===== src/rtl/cnt_cmd_seq_pkg.sv =====
// Shared opcodes, state encoding and default sizing for the counter command sequencer.
package cnt_cmd_seq_pkg;

  localparam int DIV_W_DEF = 8;

  localparam logic [2:0] OP_NOP      = 3'd0;
  localparam logic [2:0] OP_CLR      = 3'd1;
  localparam logic [2:0] OP_LOAD     = 3'd2;
  localparam logic [2:0] OP_RUN_UP   = 3'd3;
  localparam logic [2:0] OP_RUN_DN   = 3'd4;
  localparam logic [2:0] OP_STOP     = 3'd5;
  localparam logic [2:0] OP_STEP     = 3'd6;
  localparam logic [2:0] OP_PINGPONG = 3'd7;

  typedef enum logic {
    ST_IDLE = 1'b0,
    ST_RUN  = 1'b1
  } state_t;

endpackage


===== src/rtl/cnt_cmd_seq_rate_prescaler.sv =====
// Free-running 0..div prescaler; terminal flags the last count of each en period.
module rate_prescaler
  import cnt_cmd_seq_pkg::*;
#(
  parameter int DIV_W = DIV_W_DEF
) (
  input  logic             clk,
  input  logic             reset,
  input  logic             restart,
  input  logic [DIV_W-1:0] div,
  output logic             terminal
);

  logic [DIV_W-1:0] cnt_q, cnt_d;

  // A div lowered below cnt_q is simply passed by; the count wraps at 2^DIV_W.
  always_comb begin
    terminal = (cnt_q == div);
    cnt_d    = (restart || terminal) ? '0 : cnt_q + 1'b1;
  end

  always_ff @(posedge clk or negedge reset) begin
    if (!reset) cnt_q <= '0;
    else        cnt_q <= cnt_d;
  end

endmodule


===== src/rtl/cnt_cmd_seq.sv =====
// Command sequencer driving univ_bin_counter controls (clear/load/run/step/ping-pong).
// Optional wrap_cnt output enabled by defining CNT_CMD_SEQ_WRAPCNT_EN.
module cnt_cmd_seq
  import cnt_cmd_seq_pkg::*;
#(
  parameter int N     = 3,
  parameter int DIV_W = DIV_W_DEF
) (
  input  logic             clk,
  input  logic             reset,
  input  logic             cmd_valid,
  output logic             cmd_ready,
  input  logic [2:0]       cmd_op,
  input  logic [N-1:0]     cmd_data,
  input  logic [DIV_W-1:0] div,
  input  logic             max_tick,
  input  logic             min_tick,
  output logic             syn_clr,
  output logic             load,
  output logic             en,
  output logic             up,
  output logic [N-1:0]     d,
  output logic             running
`ifdef CNT_CMD_SEQ_WRAPCNT_EN
  ,
  output logic [7:0]       wrap_cnt
`endif
);

  state_t       state_q, state_d;
  logic         pp_q, pp_d;
  logic         up_q, up_d;
  logic         en_q, en_d;
  logic         syn_clr_q, syn_clr_d;
  logic         load_q, load_d;
  logic         running_q, running_d;
  logic         cmd_ready_q, cmd_ready_d;
  logic [N-1:0] d_q, d_d;
  logic [N-1:0] cq_q, cq_d;
  logic         accept, restart, terminal, term_evt;
  logic         moving, at_max, at_min, step_pulse;

  always_comb begin
    accept  = cmd_valid && cmd_ready_q;
    restart = (state_q != ST_RUN) ||
              (accept && (cmd_op == OP_CLR || cmd_op == OP_LOAD || cmd_op == OP_RUN_UP ||
                          cmd_op == OP_RUN_DN || cmd_op == OP_PINGPONG));
  end

  rate_prescaler #(.DIV_W(DIV_W)) u_prescaler (
    .clk      (clk),
    .reset    (reset),
    .restart  (restart),
    .div      (div),
    .terminal (terminal)
  );

  always_comb begin
    state_d     = state_q;
    pp_d        = pp_q;
    up_d        = up_q;
    d_d         = d_q;
    en_d        = 1'b0;
    syn_clr_d   = 1'b0;
    load_d      = 1'b0;
    step_pulse  = 1'b0;

    // Track the counter value it will hold after this edge. When a pulse is
    // moving the counter right now, the ticks describe the old value and a
    // bounce decided on them would come one count too late (wrap at div=0).
    cq_d = cq_q;
    if (syn_clr_q)   cq_d = '0;
    else if (load_q) cq_d = d_q;
    else if (en_q)   cq_d = up_q ? cq_q + 1'b1 : cq_q - 1'b1;
    moving = syn_clr_q || load_q || en_q;
    at_max = moving ? (cq_d == '1) : max_tick;
    at_min = moving ? (cq_d == '0) : min_tick;

    term_evt = (state_q == ST_RUN) && terminal;
    if (term_evt) begin
      en_d = 1'b1;
      if (pp_q) begin
        if (up_q && at_max)       up_d = 1'b0;
        else if (!up_q && at_min) up_d = 1'b1;
      end
    end

    if (accept) begin
      case (cmd_op)
        OP_CLR: begin
          syn_clr_d = 1'b1;
          en_d      = 1'b0;
        end
        OP_LOAD: begin
          load_d = 1'b1;
          d_d    = cmd_data;
          en_d   = 1'b0;
        end
        OP_RUN_UP: begin
          up_d    = 1'b1;
          pp_d    = 1'b0;
          state_d = ST_RUN;
        end
        OP_RUN_DN: begin
          up_d    = 1'b0;
          pp_d    = 1'b0;
          state_d = ST_RUN;
        end
        OP_PINGPONG: begin
          pp_d    = 1'b1;
          state_d = ST_RUN;
        end
        OP_STOP: begin
          state_d = ST_IDLE;
          en_d    = 1'b0;
          up_d    = up_q;
        end
        OP_STEP: begin
          if (state_q == ST_IDLE) begin
            en_d       = 1'b1;
            step_pulse = 1'b1;
          end
        end
        default: ;
      endcase
    end

    running_d   = (state_d == ST_RUN);
    cmd_ready_d = !(syn_clr_d || load_d || step_pulse);
  end

  always_ff @(posedge clk or negedge reset) begin
    if (!reset) begin
      state_q     <= ST_IDLE;
      pp_q        <= 1'b0;
      up_q        <= 1'b1;
      d_q         <= '0;
      cq_q        <= '0;
      en_q        <= 1'b0;
      syn_clr_q   <= 1'b0;
      load_q      <= 1'b0;
      running_q   <= 1'b0;
      cmd_ready_q <= 1'b1;
    end else begin
      state_q     <= state_d;
      pp_q        <= pp_d;
      up_q        <= up_d;
      d_q         <= d_d;
      cq_q        <= cq_d;
      en_q        <= en_d;
      syn_clr_q   <= syn_clr_d;
      load_q      <= load_d;
      running_q   <= running_d;
      cmd_ready_q <= cmd_ready_d;
    end
  end

  assign cmd_ready = cmd_ready_q;
  assign syn_clr   = syn_clr_q;
  assign load      = load_q;
  assign en        = en_q;
  assign up        = up_q;
  assign d         = d_q;
  assign running   = running_q;

`ifdef CNT_CMD_SEQ_WRAPCNT_EN
  logic [7:0] wrap_q, wrap_d;

  always_comb begin
    wrap_d = wrap_q;
    if (en_q && !pp_q && ((up_q && max_tick) || (!up_q && min_tick)) && wrap_q != 8'hFF)
      wrap_d = wrap_q + 8'd1;
    if (accept && cmd_op == OP_CLR)
      wrap_d = '0;
  end

  always_ff @(posedge clk or negedge reset) begin
    if (!reset) wrap_q <= '0;
    else        wrap_q <= wrap_d;
  end

  assign wrap_cnt = wrap_q;
`endif

endmodule


===== config.mk =====
export PLATFORM = sky130hd
export DESIGN_NAME = cnt_cmd_seq
export DESIGN_NICKNAME = d
export VERILOG_FILES = /design/src/rtl/cnt_cmd_seq_pkg.sv /design/src/rtl/cnt_cmd_seq_rate_prescaler.sv /design/src/rtl/cnt_cmd_seq.sv
export SDC_FILE = /design/constraint.sdc
export NUM_CORES = 1
export LEC_CHECK = 0
export ABC_AREA = 1
export BUFFER_PORTS_ARGS = -buffer_cell sky130_fd_sc_hd__buf_2
export CAP_MARGIN = 15
export CORE_MARGIN = 4
export CORE_UTILIZATION = 57
export DETAILED_ROUTE_END_ITERATION = 8
export PLACE_DENSITY = 0.8
export REMOVE_ABC_BUFFERS = 1
export SYNTH_ARGS = -nofsm -noshare
export SYNTH_HDL_FRONTEND = slang
export SYNTH_SLANG_ARGS = --single-unit

===== constraint.sdc =====
create_clock -name clk -period 5.2 [get_ports clk]
set_input_delay 1.56 -clock clk [delete_from_list [all_inputs] [get_ports clk]]
set_output_delay 1.56 -clock clk [all_outputs]
set_load 0.01 [all_outputs]

Word level (Yosys, flattened, before mapping):

Cells that the tools add are included.

* bits in registers: 21
* latch bits: 0
* memory bits (writable): 0
* ROM bits: 0
* bits of input ports: 19
* output and inout bits: 9
* word-level logic and storage cells: 76
* memories kept: 0

* add/subtract/negate cells: 3
* $mul: 0
* div/mod/pow operators: 0
* magnitude comparators: 0
* eq/ne operators: 10
* shift-type cells: 0
* mux-type cells: 26
* bitwise logic cells: 1
* reduce and logical (&&, ||, !) cells: 26

Operators by type and width (count)
* $mux W1: 17
* $eq A3 B3 Y1 const B: 5
* $mux W3: 4
* $logic_or A1 B1 Y1: 10
* $add A8 B1 Y8 const B: 1
* $eq A8 B8 Y1: 1
* $mux W8: 1
* $eq A3 B2 Y1 const B: 2
* $pmux W1 S2: 3
* $reduce_and A2 Y1: 3
* $reduce_or A3 Y1: 2
* $logic_and A1 B1 Y1: 5
* $reduce_bool A2 Y1: 2
* $add A3 B1 Y3 const B: 1
* $eq A3 B1 Y1 const B: 1
* $logic_not A3 Y1: 1
* $pmux W1 S3: 1
* $sub A3 B1 Y3 const B: 1
* $logic_not A1 Y1: 2
* $ne A2 B2 Y1 const B: 1
* $reduce_or A2 Y1: 1
* $not A1 Y1: 1

Logic depth before layout (Yosys ltp):

Gate-level depths: netlist of the first run.

* depth after elaboration: 14
* depth in mapped cells: 14
* mapped depth without buffers: 14

By module:

A second synthesis of the first run with hierarchy kept.

* cells, all modules: 180
* area total of the unflattened synthesis: 1280.0 um2

Modules (own cells, without submodules)
* cnt_cmd_seq: instances 1, cells an instance 109, area an instance 765.7 um2, seq. area each 327.8 um2
* rate_prescaler: instances 1, cells an instance 71, area an instance 514.2 um2, seq. area each 200.2 um2

Worst setup path before layout of the first run:

No wires, ideal clock.

* kind: input to register
* start point: input div[7]
* end point: register up_q, in the netlist up
* setup time: 0.079 ns
* arrival time: 2.339 ns
* required time: 5.121 ns
* path slack: 2.782 ns
* cell stages on the path: 10
* buffers on the path: 0
* cell sequence: xnor2_1 nand2_2 nor2_4 nand3_2 nor2_1 nand2_1 nand2_1 nand2_1 nand2_1 a21oi_2

* longest elaborated chain between the ends: 5

RTL lines
* start: declaration: RTL line cnt_cmd_seq.sv:15 `input logic [DIV_W-1:0] div,`
* $eq A8 B8 Y1 *: RTL line cnt_cmd_seq_rate_prescaler.sv:18 `terminal = (cnt_q == div);`
* $logic_and A1 B1 Y1 *: RTL line cnt_cmd_seq.sv:79 `term_evt = (state_q == ST_RUN) && terminal;`
* $mux W1 *: RTL line cnt_cmd_seq.sv:80 `if (term_evt) begin`
* $pmux W1 S3: RTL line cnt_cmd_seq.sv:89 `case (cmd_op)`
* $mux W1 *: RTL line cnt_cmd_seq.sv:88 `if (accept) begin`
* end signal: assignment: RTL line cnt_cmd_seq.sv:147 `up_q <= up_d;`
* end: declaration: RTL line cnt_cmd_seq.sv:32 `logic up_q, up_d;`

Every way passes the cells marked *; elsewhere a longest branch is shown, timed or not.
A chain may end at the register's enable or synchronous reset.

Worst setup path after layout of the first run:

* start point: register up_q, in the netlist up
* end point: output up

RTL lines
* end: declaration: RTL line cnt_cmd_seq.sv:21 `output logic up,`

No word-level cell between the ends.

==> flow_summary.json, run 1 <==
{
  "clk_pin_slew_worst_paths_ns": 0.11,
  "std_cell_rows": 17,
  "initial_core_util": 0.593,
  "nets": 229,
  "path_class": "reg2out",
  "synth_flop_cell": "dfrtp_1",
  "layout_setup_ws_ns": 2.59,
  "hold_path.class": "reg2reg",
  "drv_cap": 0,
  "grt_max_degree": 22,
  "synth_edf_count": 0,
  "yosys_register_bits": 21,
  "critPathMaxStageDelay_ns": 0.61,
  "grt_pass1_wl_um": 4700,
  "wl_per_cell_um": 11.0,
  "synthDistinctLibCells": 29,
  "finClkSkew_ns": 0.00453,
  "cts_root_buf": "clkbuf_4",
  "period_needed_ns": 2.61,
  "first_global_vias": 1182,
  "final_cells": 235,
  "first_pass_iters": 4,
  "cts_tree": "done",
  "crit_end": "up",
  "synth_cells": 176,
  "hpwlAfterDp_um": 2130,
  "r2r_cells": 13,
  "post_cts_resized": 0,
  "irDropWorstVdd_uv": 191,
  "setup_viol_count_final": 0,
  "syn_to_final_growth_pct": 15.1,
  "crit_path_max_fanout": 6,
  "synth_seq_area_share": 0.407,
  "r2r_start": "up",
  "n_antenna_cell": 0,
  "avgSynthCellArea_um2": 7.38,
  "netlist_area_um2": 1300,
  "pwr_density_cell_nw_per_um2": 306,
  "tightest_slew_ns": 0.461,
  "io_pins": 28,
  "die_h_um": 55.7,
  "hold_violations": 0,
  "ys_warn_count": 0,
  "numPortBuffers": 27,
  "slew_headroom": 0.692,
  "cts_buffers": 3,
  "period_share": 0.501,
  "post-place-ws_ns": 2.57,
  "r2r-end": "up",
  "status": "complete, no violations",
  "drtIter0Drc": 35,
  "cp-startpoint": "up",
  "drt_wl_total_um": 2590,
  "clock_latency_ns": 0.29,
  "cts_hold_buffers": 0,
  "cts_max_path_buffers": 2,
  "viasPerCell": 5.06,
  "cp.buffers_inverters": 1,
  "cts_post_setup_buffers_inserted": 0,
  "overflow": 0,
  "track_usage": 0.184,
  "clkSinkCount": 21,
  "cp.required_ns": 3.64,
  "path_depth": 1,
  "drive_above_1_share": 0.237,
  "routabilityCongestion": 0.850,
  "fmax_ghz": 0.384,
  "dpl.cell_count": 231,
  "ff2ff_setup_slack_ns": 3.36,
  "die_x_um": 55.7,
  "tns_ns": 0,
  "n_fill_cell": 199,
  "cellLeakagePower_uw": 0.000814,
  "arrival_ns": 1.05,
  "rsz0062_at_grt": "false",
  "cp-start-kind": "register",
  "cpLargestDelayFamily": "flip-flops",
  "core_um2": 2190,
  "antenna_found_initial": 0,
  "drc": 0,
  "dieArea_um2": 3110,
  "cts_max_level": 1,
  "worst_setup_path_end_kind": "primary output",
  "path_cells": "buf_2",
  "synth-async-reset-ratio": 1.00,
  "ant_nets": 0,
  "vias": 1189,
  "crit_slowest_cell": "dfstp_2",
  "drv_slew": 0
}
## synth_stat cells, types with 2 or more instances
master / count / area, µm²
a21oi_1: 5 / 25.0
dfrtp_1: 19 / 475
dfstp_2: 2 / 52.6
inv_1: 32 / 120
inv_2: 2 / 7.51
nand2_1: 55 / 206
nand2_2: 2 / 12.5
nand3_1: 8 / 40.0
nor2_1: 22 / 82.6
nor2_4: 2 / 22.5
nor3_1: 2 / 10.0
nor3_2: 2 / 20.0
nor3b_2: 2 / 25.0
o21ai_0: 3 / 15.0
xnor2_1: 4 / 35.0
## sequential cells by signal (all words and copies together), names as in the netlist
name	cells
cmd_ready	1
syn_clr	1
d	3
pp_q	1
u_prescaler.cnt_q	8
up	1
cq_q	3
en	1
load	1
running	1
## cell type report
type                    count  area [µm²]  area share
clock buffers               4        26.3      0.0176
flip-flops and latches     21         528       0.353
inverters                  34         128      0.0854
multi-input cells         121         643       0.430
well taps                  28        35.0      0.0234
repair buffers             27         135      0.0904
## kinds of logic (layout without fill, tap and decap cells)
family | Yosys count | count (layout) | synth area share
and+or+nand+nor | 100 | 100 | 0.355
xor gates and xnor gates | 5 | 5 | 0.0337
adders and majority gates | 2 | 2 | 0.0250
AOI/OAI and AO/OA | 14 | 14 | 0.0809
DFF | 21 | 21 | 0.407
buffers and inverters | 34 | 65 | 0.0983
## layout by cell type, fill, tap and decap left out, types with 2 or more instances in the layout
| cell type | count |
|---|---|
| nand2_1 | 55 |
| inv_1 | 32 |
| buf_2 | 27 |
| nor2_1 | 22 |
| dfrtp_1 | 19 |
| nand3_1 | 8 |
| a21oi_1 | 5 |
| xnor2_1 | 4 |
| o21ai_0 | 3 |
| clkbuf_4 | 3 |
| inv_2 | 2 |
| nand2_2 | 2 |
| nor2_4 | 2 |
| nor3b_2 | 2 |
| nor3_1 | 2 |
| nor3_2 | 2 |
| dfstp_2 | 2 |
## per-layer routing
layer	vias to the layer above	global-route usage	wire length, µm	share of wire
li1	598	-	-	-
met1	567	0.201	1050	0.41
met2	20	0.356	1410	0.55
met3	4	0.0325	92	0.036
met4	0	0.0521	29	0.011
met5	-	0	0	0
## worst reg2reg max path: stages, from the launching register on
cell and delay, ns:
dfstp_2 0.61, fa_1 0.40, inv_1 0.06, nand2_1 0.04
nand3_1 0.08, nand2_1 0.08, nor2_1 0.12, nand3_1 0.09
nand2_1 0.06, nand2_1 0.05, nand2_1 0.05, nand2_1 0.04
nand2_1 0.06, a21oi_2 0.05
## report_power, final
group          internal (µW)  leakage [µW]  switching (µW)
Sequential               195      0.000269            27.0
Clock                   29.8     0.0000150            46.1
Combinational           63.3      0.000530            96.9
Total                    288      0.000814             170
## per-stage QoR
stage / util / hold WS (ns) / area (µm²) / total power, µW
after floorplan: - / 0.474 / 1300 / 340
after global placement: 0.670 / 0.486 / 1470 / 379
after detailed placement: 0.670 / 0.489 / 1470 / 387
after CTS: 0.682 / 0.517 / 1500 / 463
after global routing: 0.682 / 0.550 / 1500 / 505
final: 0.682 / 0.514 / 1500 / 458
## how the worst min path moves through the flow
stage                     cells past startpoint                   end            startpoint
final                                         2                  d[0]                  d[0]
after detailed placement                      2                  d[1]                  d[1]
after CTS                                     2                  d[1]                  d[1]
after floorplan                               1  u_prescaler.cnt_q[0]  u_prescaler.cnt_q[0]
after global placement                        2                  d[0]                  d[0]
after global routing                          2                  d[1]                  d[1]
Note: power is estimated with default switching activity, not from simulation.
==> run 2, diff against run 1 <==
CORE_UTILIZATION = 48   (was 57)
PLACE_DENSITY = 0.72   (was 0.8)
clock period = 2.12 ns   (was 5.2 ns; I/O delays follow)
==> flow_summary.json, run 2 (same netlist as run 1, synthesis figures left out) <==
{
  "status": "complete, no violations",
  "cp-startpoint": "up",
  "crit_top_cell": "nand2_1",
  "post_cts_resized": 0,
  "cts_post_setup_buffers_inserted": 0,
  "initial_core_util": 0.515,
  "dr.max_layer_used": "met4",
  "final_cells": 237,
  "critPathMaxStageDelay_ns": 0.61,
  "layout_commonest_cell": "nand2_1",
  "path_class": "reg2reg",
  "tns_ns": 0,
  "n_fill_cell": 234,
  "drv_cap": 0,
  "dieArea_um2": 3600,
  "cts_root_buf": "clkbuf_4",
  "grt_max_degree": 22,
  "design_area_um2": 1500,
  "overflow": 0,
  "first_pass_iters": 4,
  "pwr_density_cell_nw_per_um2": 755,
  "first_global_vias": 1142,
  "wl_met1_um": 1040,
  "cts_hold_buffers": 0,
  "setup_viol_count_final": 0,
  "dpl_cell_area_um2": 1470,
  "nets": 229,
  "die_h_um": 60.0,
  "slew_headroom": 0.690,
  "ff2ff_setup_slack_ns": 0.26,
  "core_um2": 2520,
  "arrival_ns": 2.12,
  "antenna_found_initial": 0,
  "clkSinkCount": 21,
  "hpwlAfterDp_um": 2100,
  "std_cell_rows": 18,
  "path_cells": "fa_1 > inv_1 > nand2_1 > nand3_1 > nand2_1 > nor2_1 > nand3_1 > nand2_1 > nand2_1 > nand2_1 > nand2_1 > nand2_1 > a21oi_2",
  "syn_to_final_growth_pct": 15.4,
  "cp.required_ns": 2.38,
  "die_x_um": 60.0,
  "mostFrequentLayoutCells": "nand2_1 (55), inv_1 (32), buf_2 (27)",
  "cp-start-kind": "register",
  "clock_latency_ns": 0.31,
  "crit_path_max_fanout": 6,
  "n_antenna_cell": 0,
  "met3WireLength_um": 137,
  "hold_violations": 0,
  "drv_slew": 0,
  "clk_pin_slew_worst_paths_ns": 0.13,
  "wl_per_cell_um": 10.9,
  "cellLeakagePower_uw": 0.000817,
  "io_pins": 28,
  "finClkSkew_ns": 0.0115,
  "rsz0062_at_grt": "false",
  "track_usage": 0.167,
  "worst_setup_path_end_kind": "register",
  "drtIter0Drc": 96,
  "r2r_start": "up",
  "largest_reg_flops": 8,
  "routabilityCongestion": 0.901,
  "drt_wl_total_um": 2590,
  "hold_path.class": "in2async",
  "cts_tree": "done",
  "met2_length_um": 1360,
  "dpl.cell_count": 233,
  "fmax_ghz": 0.537,
  "period_needed_ns": 1.86,
  "grt_pass1_wl_um": 4550,
  "numPortBuffers": 27,
  "viasPerCell": 4.90,
  "irDropWorstVdd_uv": 533,
  "crit_slowest_cell": "dfstp_2",
  "ant_nets": 0,
  "vias": 1162,
  "r2r-end": "up",
  "cts_buffers": 3,
  "drc": 0,
  "r2r_cells": 13,
  "period_share": 0.878,
  "regMostFlops": "u_prescaler.cnt_q",
  "drive_above_1_share": 0.242,
  "cts_max_level": 1,
  "tightest_slew_ns": 0.464,
  "cts_max_path_buffers": 2
}
## run 2: cell types whose count changed in the layout (fill, tap and decap cells not counted)
cell and change:
clkbuf_1 -1, clkinv_2 +1
## run 2: cell type report
class                      count  area, µm²  share of cell area
inverter                      34        128              0.0851
timing repair buffer          27        135              0.0902
tap                           30       37.5              0.0250
sequential                    21        528               0.352
multi-input combinational    121        643               0.429
clock buffer                   3       22.5              0.0150
clock inverter                 1       5.00             0.00334
## run 2: worst max-delay path: cells and delay by family, from the launching register on
kind / cells / cell delay, ns
AOI/OAI and AO/OA: 1 / 0.05
adders and majority gates: 1 / 0.40
DFF: 1 / 0.61
and+or+nand+nor: 10 / 0.71
buffers and inverters: 1 / 0.06
## run 2: power breakdown
| group | internal (µW) | total [µW] | leakage [µW] | switching [µW] |
|---|---|---|---|---|
| Clock | 70.4 | 197 | 0.0000177 | 127 |
| Combinational | 155 | 393 | 0.000530 | 237 |
| Sequential | 478 | 542 | 0.000269 | 63.9 |
## run 2: worst max-delay path by stage
stage               to  slack (ns)  cells past startpoint
finish              up        0.26                     13
floorplan           up        0.38                     13
detailed placement  up        0.27                     13
global route        up        0.08                     13
global placement    up        0.35                     13
CTS                 up        0.25                     13
## run 2: stage by stage
stage          utilization  hold WS [ns]  total power, µW  setup slack (ns)
2_1_floorplan            -         0.340              835             0.376
3_3_place_gp         0.583         0.484              933             0.354
3_5_place_dp         0.583         0.481              950             0.274
4_1_cts              0.594         0.263             1150             0.254
5_1_grt              0.594         0.276             1240            0.0773
6_report             0.594         0.252             1130             0.259
## run 2: layer usage
layer,GRT usage,up-vias
met2,0.295,28
li1,-,599
met5,0,-
met1,0.188,529
met4,0.0570,0
met3,0.0540,6
